File: src/rtl/board_pkg.sv
// Shared constants and state encoding for the 6x6 tile-matching board controller.
package board_pkg;

  localparam int ROWS      = 6;
  localparam int COLS      = 6;
  localparam int N_CELLS   = 36;
  localparam int MAX_PAIRS = 18;
  localparam int TYPE_W    = 3;
  localparam int IDX_W     = 6;

  typedef enum logic [2:0] {
    ST_LOAD  = 3'd0,
    ST_PLAY0 = 3'd1,
    ST_PLAY1 = 3'd2,
    ST_CHECK = 3'd3,
    ST_SHOW  = 3'd4,
    ST_DONE  = 3'd5
  } state_e;

endpackage

File: src/rtl/cursor_mover.sv
// Combinational next-cursor computation for the 6x6 board.
// Priority among simultaneous moves: up > down > left > right.
// Edge behaviour selected by BOARD_CTRL_WRAP_EN: defined wraps within the
// same row/column, undefined leaves the cursor where it is.
module cursor_mover
  import board_pkg::*;
(
  input  logic [IDX_W-1:0] cur_i,
  input  logic             up_i,
  input  logic             down_i,
  input  logic             left_i,
  input  logic             right_i,
  output logic [IDX_W-1:0] nxt_o
);

`ifdef BOARD_CTRL_WRAP_EN
  localparam logic WRAP = 1'b1;
`else
  localparam logic WRAP = 1'b0;
`endif

  localparam logic [IDX_W-1:0] ROW_STEP  = IDX_W'(COLS);
  localparam logic [IDX_W-1:0] LAST_ROW0 = IDX_W'(N_CELLS - COLS);
  localparam logic [IDX_W-1:0] LAST_COL  = IDX_W'(COLS - 1);

  logic [IDX_W-1:0] col;
  logic             top_row, bot_row, left_col, right_col;

  // Pick the single highest-priority move and apply the edge rule.
  always_comb begin
    col       = cur_i % ROW_STEP;
    top_row   = (cur_i < ROW_STEP);
    bot_row   = (cur_i >= LAST_ROW0);
    left_col  = (col == '0);
    right_col = (col == LAST_COL);
    nxt_o     = cur_i;
    if (up_i) begin
      if (!top_row)  nxt_o = cur_i - ROW_STEP;
      else if (WRAP) nxt_o = cur_i + LAST_ROW0;
    end else if (down_i) begin
      if (!bot_row)  nxt_o = cur_i + ROW_STEP;
      else if (WRAP) nxt_o = cur_i - LAST_ROW0;
    end else if (left_i) begin
      if (!left_col) nxt_o = cur_i - 1'b1;
      else if (WRAP) nxt_o = cur_i + LAST_COL;
    end else if (right_i) begin
      if (!right_col) nxt_o = cur_i + 1'b1;
      else if (WRAP)  nxt_o = cur_i - LAST_COL;
    end
  end

endmodule

File: src/rtl/board_ctrl.sv
// Game-board controller for the 6x6 tile-matching display: card-type store,
// cursor, selection pair, cleared map and the play sequencer.
// Optional macro BOARD_CTRL_WRAP_EN: cursor wraps at board edges (see cursor_mover).
module board_ctrl
  import board_pkg::*;
#(
  parameter int HOLD_CYCLES = 50_000_000
) (
  input  logic                clk100_in,
  input  logic                rst_n_in,
  input  logic                btn_up_in,
  input  logic                btn_down_in,
  input  logic                btn_left_in,
  input  logic                btn_right_in,
  input  logic                btn_sel_in,
  input  logic                start_in,
  input  logic                load_we_in,
  input  logic [IDX_W-1:0]    load_idx_in,
  input  logic [TYPE_W-1:0]   load_type_in,
  input  logic [IDX_W-1:0]    rd_addr_in,
  output logic [TYPE_W-1:0]   rd_type_out,
  output logic [N_CELLS-1:0]  hidden_bus,
  output logic [N_CELLS-1:0]  blink_bus,
  output logic [N_CELLS-1:0]  sel_bus,
  output logic [IDX_W-1:0]    cursor_out,
  output logic [4:0]          pair_cnt_out,
  output logic                mismatch_out,
  output logic                game_over_out
);

  localparam int CNT_W = (HOLD_CYCLES > 1) ? $clog2(HOLD_CYCLES) : 1;
  localparam logic [CNT_W-1:0]   CNT_LAST    = CNT_W'(HOLD_CYCLES - 1);
  localparam logic [IDX_W-1:0]   N_CELLS_IDX = IDX_W'(N_CELLS);
  localparam logic [4:0]         PAIR_LAST   = 5'(MAX_PAIRS - 1);
  localparam logic [N_CELLS-1:0] ONE_CELL    = {{(N_CELLS-1){1'b0}}, 1'b1};

  state_e             state_q, state_d;
  logic [N_CELLS-1:0] hidden_q, hidden_d;
  logic [N_CELLS-1:0] sel_q, sel_d;
  logic [IDX_W-1:0]   cursor_q, cursor_d;
  logic [IDX_W-1:0]   first_q, first_d;
  logic [IDX_W-1:0]   second_q, second_d;
  logic [4:0]         pair_q, pair_d;
  logic               mis_q, mis_d;
  logic [CNT_W-1:0]   cnt_q, cnt_d;
  logic [TYPE_W-1:0]  rd_type_q;
  logic [TYPE_W-1:0]  type_mem_q [N_CELLS];

  logic               playing;
  logic               cur_visible;
  logic               cur_is_first;
  logic               types_eq;
  logic               show_last;
  logic [IDX_W-1:0]   mv_cur;

  // Decode shared by the next-state and datapath logic.
  always_comb begin
    playing      = (state_q == ST_PLAY0) || (state_q == ST_PLAY1);
    cur_visible  = !hidden_q[cursor_q];
    cur_is_first = (cursor_q == first_q);
    types_eq     = (type_mem_q[first_q] == type_mem_q[second_q]);
    show_last    = (cnt_q == CNT_LAST);
  end

  // Moves are only offered when playing and no select pulse claims the cycle.
  cursor_mover u_mover (
    .cur_i   (cursor_q),
    .up_i    (btn_up_in    & playing & ~btn_sel_in),
    .down_i  (btn_down_in  & playing & ~btn_sel_in),
    .left_i  (btn_left_in  & playing & ~btn_sel_in),
    .right_i (btn_right_in & playing & ~btn_sel_in),
    .nxt_o   (mv_cur)
  );

  // State register plus all play-state registers; reset forces the idle board.
  always_ff @(posedge clk100_in) begin
    if (!rst_n_in) begin
      state_q  <= ST_LOAD;
      hidden_q <= '1;
      sel_q    <= '0;
      cursor_q <= '0;
      first_q  <= '0;
      second_q <= '0;
      pair_q   <= '0;
      mis_q    <= 1'b0;
      cnt_q    <= '0;
    end else begin
      state_q  <= state_d;
      hidden_q <= hidden_d;
      sel_q    <= sel_d;
      cursor_q <= cursor_d;
      first_q  <= first_d;
      second_q <= second_d;
      pair_q   <= pair_d;
      mis_q    <= mis_d;
      cnt_q    <= cnt_d;
    end
  end

  // Next-state logic of the play sequencer.
  always_comb begin
    state_d = state_q;
    case (state_q)
      ST_LOAD:  if (start_in) state_d = ST_PLAY0;
      ST_PLAY0: if (btn_sel_in && cur_visible) state_d = ST_PLAY1;
      ST_PLAY1: begin
        if (btn_sel_in) begin
          if (cur_is_first)     state_d = ST_PLAY0;
          else if (cur_visible) state_d = ST_CHECK;
        end
      end
      ST_CHECK: begin
        if (!types_eq)                state_d = ST_SHOW;
        else if (pair_q == PAIR_LAST) state_d = ST_DONE;
        else                          state_d = ST_PLAY0;
      end
      ST_SHOW:  if (show_last) state_d = ST_PLAY0;
      ST_DONE:  if (start_in) state_d = ST_LOAD;
      default:  state_d = ST_LOAD;
    endcase
  end

  // Datapath updates: cursor, selection, cleared map, pair count, hold timer.
  always_comb begin
    hidden_d = hidden_q;
    sel_d    = sel_q;
    cursor_d = cursor_q;
    first_d  = first_q;
    second_d = second_q;
    pair_d   = pair_q;
    mis_d    = 1'b0;
    cnt_d    = cnt_q;
    case (state_q)
      ST_LOAD: begin
        if (start_in) begin
          hidden_d = '0;
          sel_d    = '0;
          cursor_d = '0;
          pair_d   = '0;
        end
      end
      ST_PLAY0: begin
        if (btn_sel_in) begin
          if (cur_visible) begin
            sel_d[cursor_q] = 1'b1;
            first_d         = cursor_q;
          end
        end else begin
          cursor_d = mv_cur;
        end
      end
      ST_PLAY1: begin
        if (btn_sel_in) begin
          if (cur_is_first) begin
            sel_d[cursor_q] = 1'b0;
          end else if (cur_visible) begin
            sel_d[cursor_q] = 1'b1;
            second_d        = cursor_q;
          end
        end else begin
          cursor_d = mv_cur;
        end
      end
      ST_CHECK: begin
        if (types_eq) begin
          hidden_d = hidden_q | sel_q;
          sel_d    = '0;
          pair_d   = pair_q + 5'd1;
        end else begin
          mis_d = 1'b1;
          cnt_d = '0;
        end
      end
      ST_SHOW: begin
        if (show_last) sel_d = '0;
        else           cnt_d = cnt_q + 1'b1;
      end
      ST_DONE: begin
        if (start_in) hidden_d = '1;
      end
      default: ;
    endcase
  end

  // Card-type store: written only while loading, never reset.
  always_ff @(posedge clk100_in) begin
    if (state_q == ST_LOAD && load_we_in && load_idx_in < N_CELLS_IDX)
      type_mem_q[load_idx_in] <= load_type_in;
  end

  // Registered display read port; addresses past the board read as 0.
  always_ff @(posedge clk100_in) begin
    if (!rst_n_in)                   rd_type_q <= '0;
    else if (rd_addr_in < N_CELLS_IDX) rd_type_q <= type_mem_q[rd_addr_in];
    else                             rd_type_q <= '0;
  end

  // Outputs derived from state and registers.
  always_comb begin
    blink_bus     = '0;
    if (state_q != ST_LOAD && state_q != ST_DONE) blink_bus = ONE_CELL << cursor_q;
    game_over_out = (state_q == ST_DONE);
    hidden_bus    = hidden_q;
    sel_bus       = sel_q;
    cursor_out    = cursor_q;
    pair_cnt_out  = pair_q;
    mismatch_out  = mis_q;
    rd_type_out   = rd_type_q;
  end

endmodule
File: config.mk
export PLATFORM = sky130hd
export DESIGN_NAME = board_ctrl
export DESIGN_NICKNAME = d
export VERILOG_FILES = /design/src/rtl/board_pkg.sv /design/src/rtl/cursor_mover.sv /design/src/rtl/board_ctrl.sv
export SDC_FILE = /design/constraint.sdc
export NUM_CORES = 1
export LEC_CHECK = 0
export CORE_MARGIN = 1
export CORE_UTILIZATION = 41
export CTS_CLUSTER_DIAMETER = 200
export DETAILED_ROUTE_END_ITERATION = 8
export PLACE_DENSITY = 0.59
export SETUP_SLACK_MARGIN = 0.15
export SLEW_MARGIN = 40
export SYNTH_ARGS = -nofsm -noshare
export SYNTH_HDL_FRONTEND = slang
export SYNTH_SLANG_ARGS = --single-unit
File: constraint.sdc
create_clock -name clk100_in -period 13 [get_ports clk100_in]
set_clock_uncertainty 0.15 [all_clocks]
set_input_delay 2.6 -clock clk100_in [delete_from_list [all_inputs] [get_ports clk100_in]]
set_output_delay 2.6 -clock clk100_in [all_outputs]
set_load 0.02 [all_outputs]
== After elaboration in Yosys (flattened, before gate mapping) ==
Memories as Yosys holds them, arrays and structs flattened. A register that Yosys moved wholly into a read port is not among the register bits.
Index checks and enable logic that the tools add are counted.

* Bits in registers: 125
* Bits in writable memories: 108
* Input port bits: 24
* Output and inout port bits: 124
* Logic and storage cells: 143
* Memories kept: 1

* Add/sub/neg operators: 6
* Divide/modulo/power cells: 1
* Order comparisons: 6
* Equal/unequal tests: 27
* Shifts and indexed selects: 1
* Mux-type cells: 50
* Bitwise gates (word level): 15
* Reductions and logical operators: 27

{| class="wikitable"
|+ Memories
! name !! words !! width !! read ports !! clocked after memory_dff !! wr ports !! line !! source
|-
| type_mem_q || 36 || 3 || 3 || 3 || 1 || board_ctrl.sv:47 || <nowiki>logic [TYPE_W-1:0] type_mem_q [N_CELLS];</nowiki>
|}

{| class="wikitable"
|+ Operators by type and width
! operator !! number
|-
| 36-bit 2-to-1 mux || 10
|-
| 36-bit one-hot mux with 5 select lines || 1
|-
| 36-bit one-hot mux with 3 select lines || 1
|-
| 6-bit 2-to-1 mux || 14
|-
| 36-bit bitwise OR || 2
|-
| 26-bit 2-to-1 mux || 2
|-
| 26-bit one-hot mux with 2 select lines || 1
|-
| 36-bit AND || 1
|-
| 36-bit inverter || 1
|-
| 1-bit by 6-bit << shifter with 36-bit output, first input constant || 1
|-
| 3-bit 2-to-1 mux || 9
|-
| 26-bit by 1-bit adder with 26-bit output, second input constant || 1
|-
| 26-bit == test, second input constant || 1
|-
| 2-bit inequality test, second input constant || 9
|-
| 3-bit one-hot mux with 6 select lines || 1
|-
| 6-bit less-than comparator, second input constant || 2
|-
| 6-bit one-hot mux with 2 select lines || 1
|-
| 6-bit AND reduction || 2
|-
| 5-bit 2-to-1 mux || 2
|-
| 5-bit one-hot mux with 2 select lines || 1
|-
| 3-bit inequality test, second input constant || 3
|-
| 3-bit AND reduction || 3
|-
| 1-bit AND || 8
|-
| 4-bit AND reduction || 2
|-
| other kinds (37) || 54
|}

== Longest topological paths before layout ==
* Depth after elaboration: 10
* Mapped depth: 16
* Gate-level depth less buffers: 13

== Cells and area by module ==
Synthesis repeated with hierarchy kept, for this count alone.

* Cells, all modules: 1473
* Area, all modules: 14639.0 µm²

{| class="wikitable"
|+ By module, submodules not included
! module !! times used !! cells each !! area an instance (µm²) !! sequential area each (µm²)
|-
| board_ctrl || 1 || 1276 || 13247.7 || 6045.8
|-
| cursor_mover || 1 || 197 || 1391.3 || 0.0
|}

== Least setup slack after synthesis ==
No wires, ideal clock.

* Path kind: register to output
* From: register cursor_q[0] (netlist: cursor_out[0])
* To: output blink_bus[1]
* Arrival time: 2.500 ns
* Required time: 10.250 ns
* Path slack: 7.750 ns
* Cell stages (with the launch flop): 8
* Path buffers: 4
* Cells stage by stage: dfxtp_1 -> clkbuf_1 -> clkbuf_1 -> clkbuf_1 -> clkbuf_1 -> nor2b_1 -> nand2_1 -> nor2_1

* Cells in the longest elaborated chain, start to end: 2

{| class="wikitable"
|+ RTL lines
! what !! line !! source
|-
| from (decl) || board_ctrl.sv:40 || <nowiki>logic [IDX_W-1:0] cursor_q, cursor_d;</nowiki>
|-
| from (signal assigned) || board_ctrl.sv:91 || <nowiki>cursor_q <= cursor_d;</nowiki>
|-
| 1-bit by 6-bit << shifter with 36-bit output || board_ctrl.sv:201 || <nowiki>if (state_q != ST_LOAD && state_q != ST_DONE) blink_bus = ONE_CELL << cursor_q;</nowiki>
|-
| 36-bit 2-to-1 mux || board_ctrl.sv:201 ||
|-
| to (decl) || board_ctrl.sv:23 || <nowiki>output logic [N_CELLS-1:0] blink_bus,</nowiki>
|}

No other way between the ends.

== Worst setup path after layout ==
* From: register cursor_q[3] (netlist: cursor_out[3])
* To: output blink_bus[13]

The elaborated chain is that of the path after synthesis.

==> reports/metrics.yaml <==
status:
  status: "complete, no violations"
timing:
  slew_violations: 0
  setup_tns_ns: 0
  setup_viol: 0
  finalCritPeriodShare_pct: 44.3
  hold_violations: 0
  slew_headroom_pct: 46.0
  rsz0062_at_grt: "no"
  tightest_slew_ns: 0.810
  period_needed_ns: 5.76
  fmax_ghz: 0.174
clock_network:
  cts-root-buf: "clkbuf_16"
  cts_buffer_depth: 3
  cts_tree: "yes"
  ctsHoldBuffers: 0
  cts-buffers-inserted: 28
  clkTransAtPathRegs_ns: 0.06
  cts.sinks: 248
  clock_latency_ns: 0.55
  cts.repair.resized: 0
  htreeDepth: 1
  post-cts-setup-buffer-count: 0
floorplanning:
  pin_count: 148
  coreArea_mm2: 0.0318
  dieArea_mm2: 0.0333
  die_y_um: 182
  die_w_um: 182
  num_rows: 65
  initial_core_util_pct: 42.0
detailed_routing:
  wirelength_um: 39500
  remaining_drc_errors: 0
  vias_per_cell: 5.96
  avgRoutedWirePerCell_um: 22.2
  ant_nets: 0
  drt_iter0_drc: 1387
  vias: 10589
  first_pass_iters: 8
worst_setup_path:
  critPathKind: "flip-flop to output pin"
  critPathLaunch: "cursor_out[3]"
  worstPathArrival_ns: 3.01
  cp_max_fo: 22
  endpoint_kind: "output pin"
  crit_required_ns: 10.25
  reg2reg_from: "cursor_out[1]"
  startpoint_type: "flip-flop"
global_routing:
  grt_first_pass_wirelength_um: 60700
  grt_pass1_vias: 10033
  grt_start_max_net_pins: 61
  grt_use_total_pct: 23.6
  gr-total-overflow: 0
  antenna_found_initial: 1
synth:
  ys_ff_latch: 248
  synth_edf_count: 108
  synthDominantCellAreaShare_pct: 24.3
  synth_cell_type_count: 65
  synthFlopType: "dfxtp_1"
  synthCells: 1230
  syn_area_per_cell_um2: 10.9
  synth_top_area_cell: "edfxtp_1"
  ys_seq_area_share_pct: 45.3
  async_reset_ff_share_pct: 0
  yosys-top-cells-area: "edfxtp_1 24%, dfxtp_1 21%, mux4_2 17%"
  syn_area_mm2: 0.0134
  yosys_warnings: 0
  synth_nets: 1267
power:
  p_per_area_mw_per_mm2: 133
  total_leakage_power_nw: 5.19
  total_power_mw: 2.12
  peakVddDrop_mv: 0.0958
final_layout:
  fillers: 2865
  syn2layout_area_growth_pct: 19.8
  final_core_util_pct: 50.3
  finalInstanceArea_mm2: 0.0160
  drive_above_1_share_pct: 17.3
  fin_nets: 1358
  diodes: 0
min_path:
  holdCritPathClass: "flip-flop to flip-flop"
  hp-start: "second_q[2]"
job:
  drv_cap: 0
placement:
  postPlaceCellArea_mm2: 0.0151
  io_buffer_count: 147
  globalplace.congestion: 0.864
  place_hpwl_um: 27200
-- kinds of logic (layout without fill, tap and decap cells) --
logic type / count (synthesis) / after routing / share of synthesized area (%)
compound gates: 254 / 254 / 13.0
xor+xnor: 43 / 43 / 2.82
fa+ha+maj: 13 / 13 / 1.27
buf+inv: 113 / 226 / 3.44
flops: 248 / 248 / 45.3
mux: 129 / 129 / 19.0
simple gates: 430 / 430 / 15.1
-- metal layers --
| metal | wire length [um] | global-route usage, % |
|---|---|---|
| met4 | 1280 | 8.57 |
| met3 | 2680 | 3.69 |
| met2 | 18900 | 38.7 |
| met5 | 0 | 0 |
| met1 | 16600 | 31.7 |
-- registers in the layout, indices dropped and copies added, names as in the netlist, named ones only --
signal / flops
cnt_q: 26
first_q: 6
hidden_bus: 36
cursor_out: 6
second_q: 6
rd_type_out: 3
sel_bus: 36
mismatch_out: 1
pair_cnt_out: 5
type_mem_q: 108
state_q: 3
-- cells in the mapped netlist, drive strengths merged (8+ instances only) --
master / n
o22ai: 9
and3: 8
a31oi: 24
nor3: 49
nor2: 202
dfxtp: 140
mux4: 99
o21ai: 50
inv: 10
mux2: 10
a211oi: 11
buf: 22
xnor2: 29
a21oi: 78
ha: 12
nand2b: 10
nand3b: 12
nor2b: 12
nand2: 64
o221a: 36
nand3: 23
mux2i: 20
edfxtp: 108
clkbuf: 80
xor2: 14
-- where the power goes --
group	switching (mW)	internal, mW
Combinational	0.263	0.171
Sequential	0.0450	0.855
Clock	0.321	0.465
-- cells in the final DEF, fill, tap and decap left out, types with 10 or more instances in the layout --
master / n
nand3b_1: 11
inv_1: 10
a21oi_1: 78
clkdlybuf4s50_1: 145
mux2_2: 10
mux4_2: 99
xnor2_1: 29
nor3_1: 49
buf_4: 17
xor2_1: 14
nor2_1: 202
dfxtp_1: 132
mux2i_1: 20
o21ai_0: 50
edfxtp_1: 108
a31oi_1: 24
nand3_1: 23
o221a_2: 36
a211oi_1: 11
nand2_1: 61
ha_1: 12
nor2b_1: 12
clkbuf_16: 29
-- worst max-delay path, cell delays in order (launching register included) --
cell	delay, ns
dfxtp_1	0.77
buf_4	0.32
nand2_1	0.47
nor2_1	0.26
clkdlybuf4s50_1	0.63
-- worst paths after layout --
kind / slack, ns / cells after the start / endpoint
setup reg to reg: 8.54 / 14 / cursor_out[0]
hold reg to reg: 0.35 / 2 / second_q[2]
setup / recovery: 7.24 / 4 / blink_bus[13]
hold / removal: 0.35 / 2 / second_q[2]
-- layout make-up --
class                      instances  area [um2]  share of cell area [%]
timing repair buffer             163        1580                    9.90
clock buffer                      41         801                    5.01
multi-input combinational        869        6860                    42.9
sequential                       248        6060                    37.9
clock inverter                    11         109                   0.681
tap                              435         544                    3.40
inverter                          11        43.8                   0.274
-- metrics by stage --
stage          cells  worst slack, ns  hold WS (ns)
2_1_floorplan   1230             7.75         0.309
3_3_place_gp    1726             6.99         0.324
3_5_place_dp    1726             6.98         0.340
4_1_cts         1778             7.16         0.349
5_1_grt         1778             7.03         0.368
6_report        1778             7.24         0.349
No activity file was read; power rests on OpenSTA's default activity.
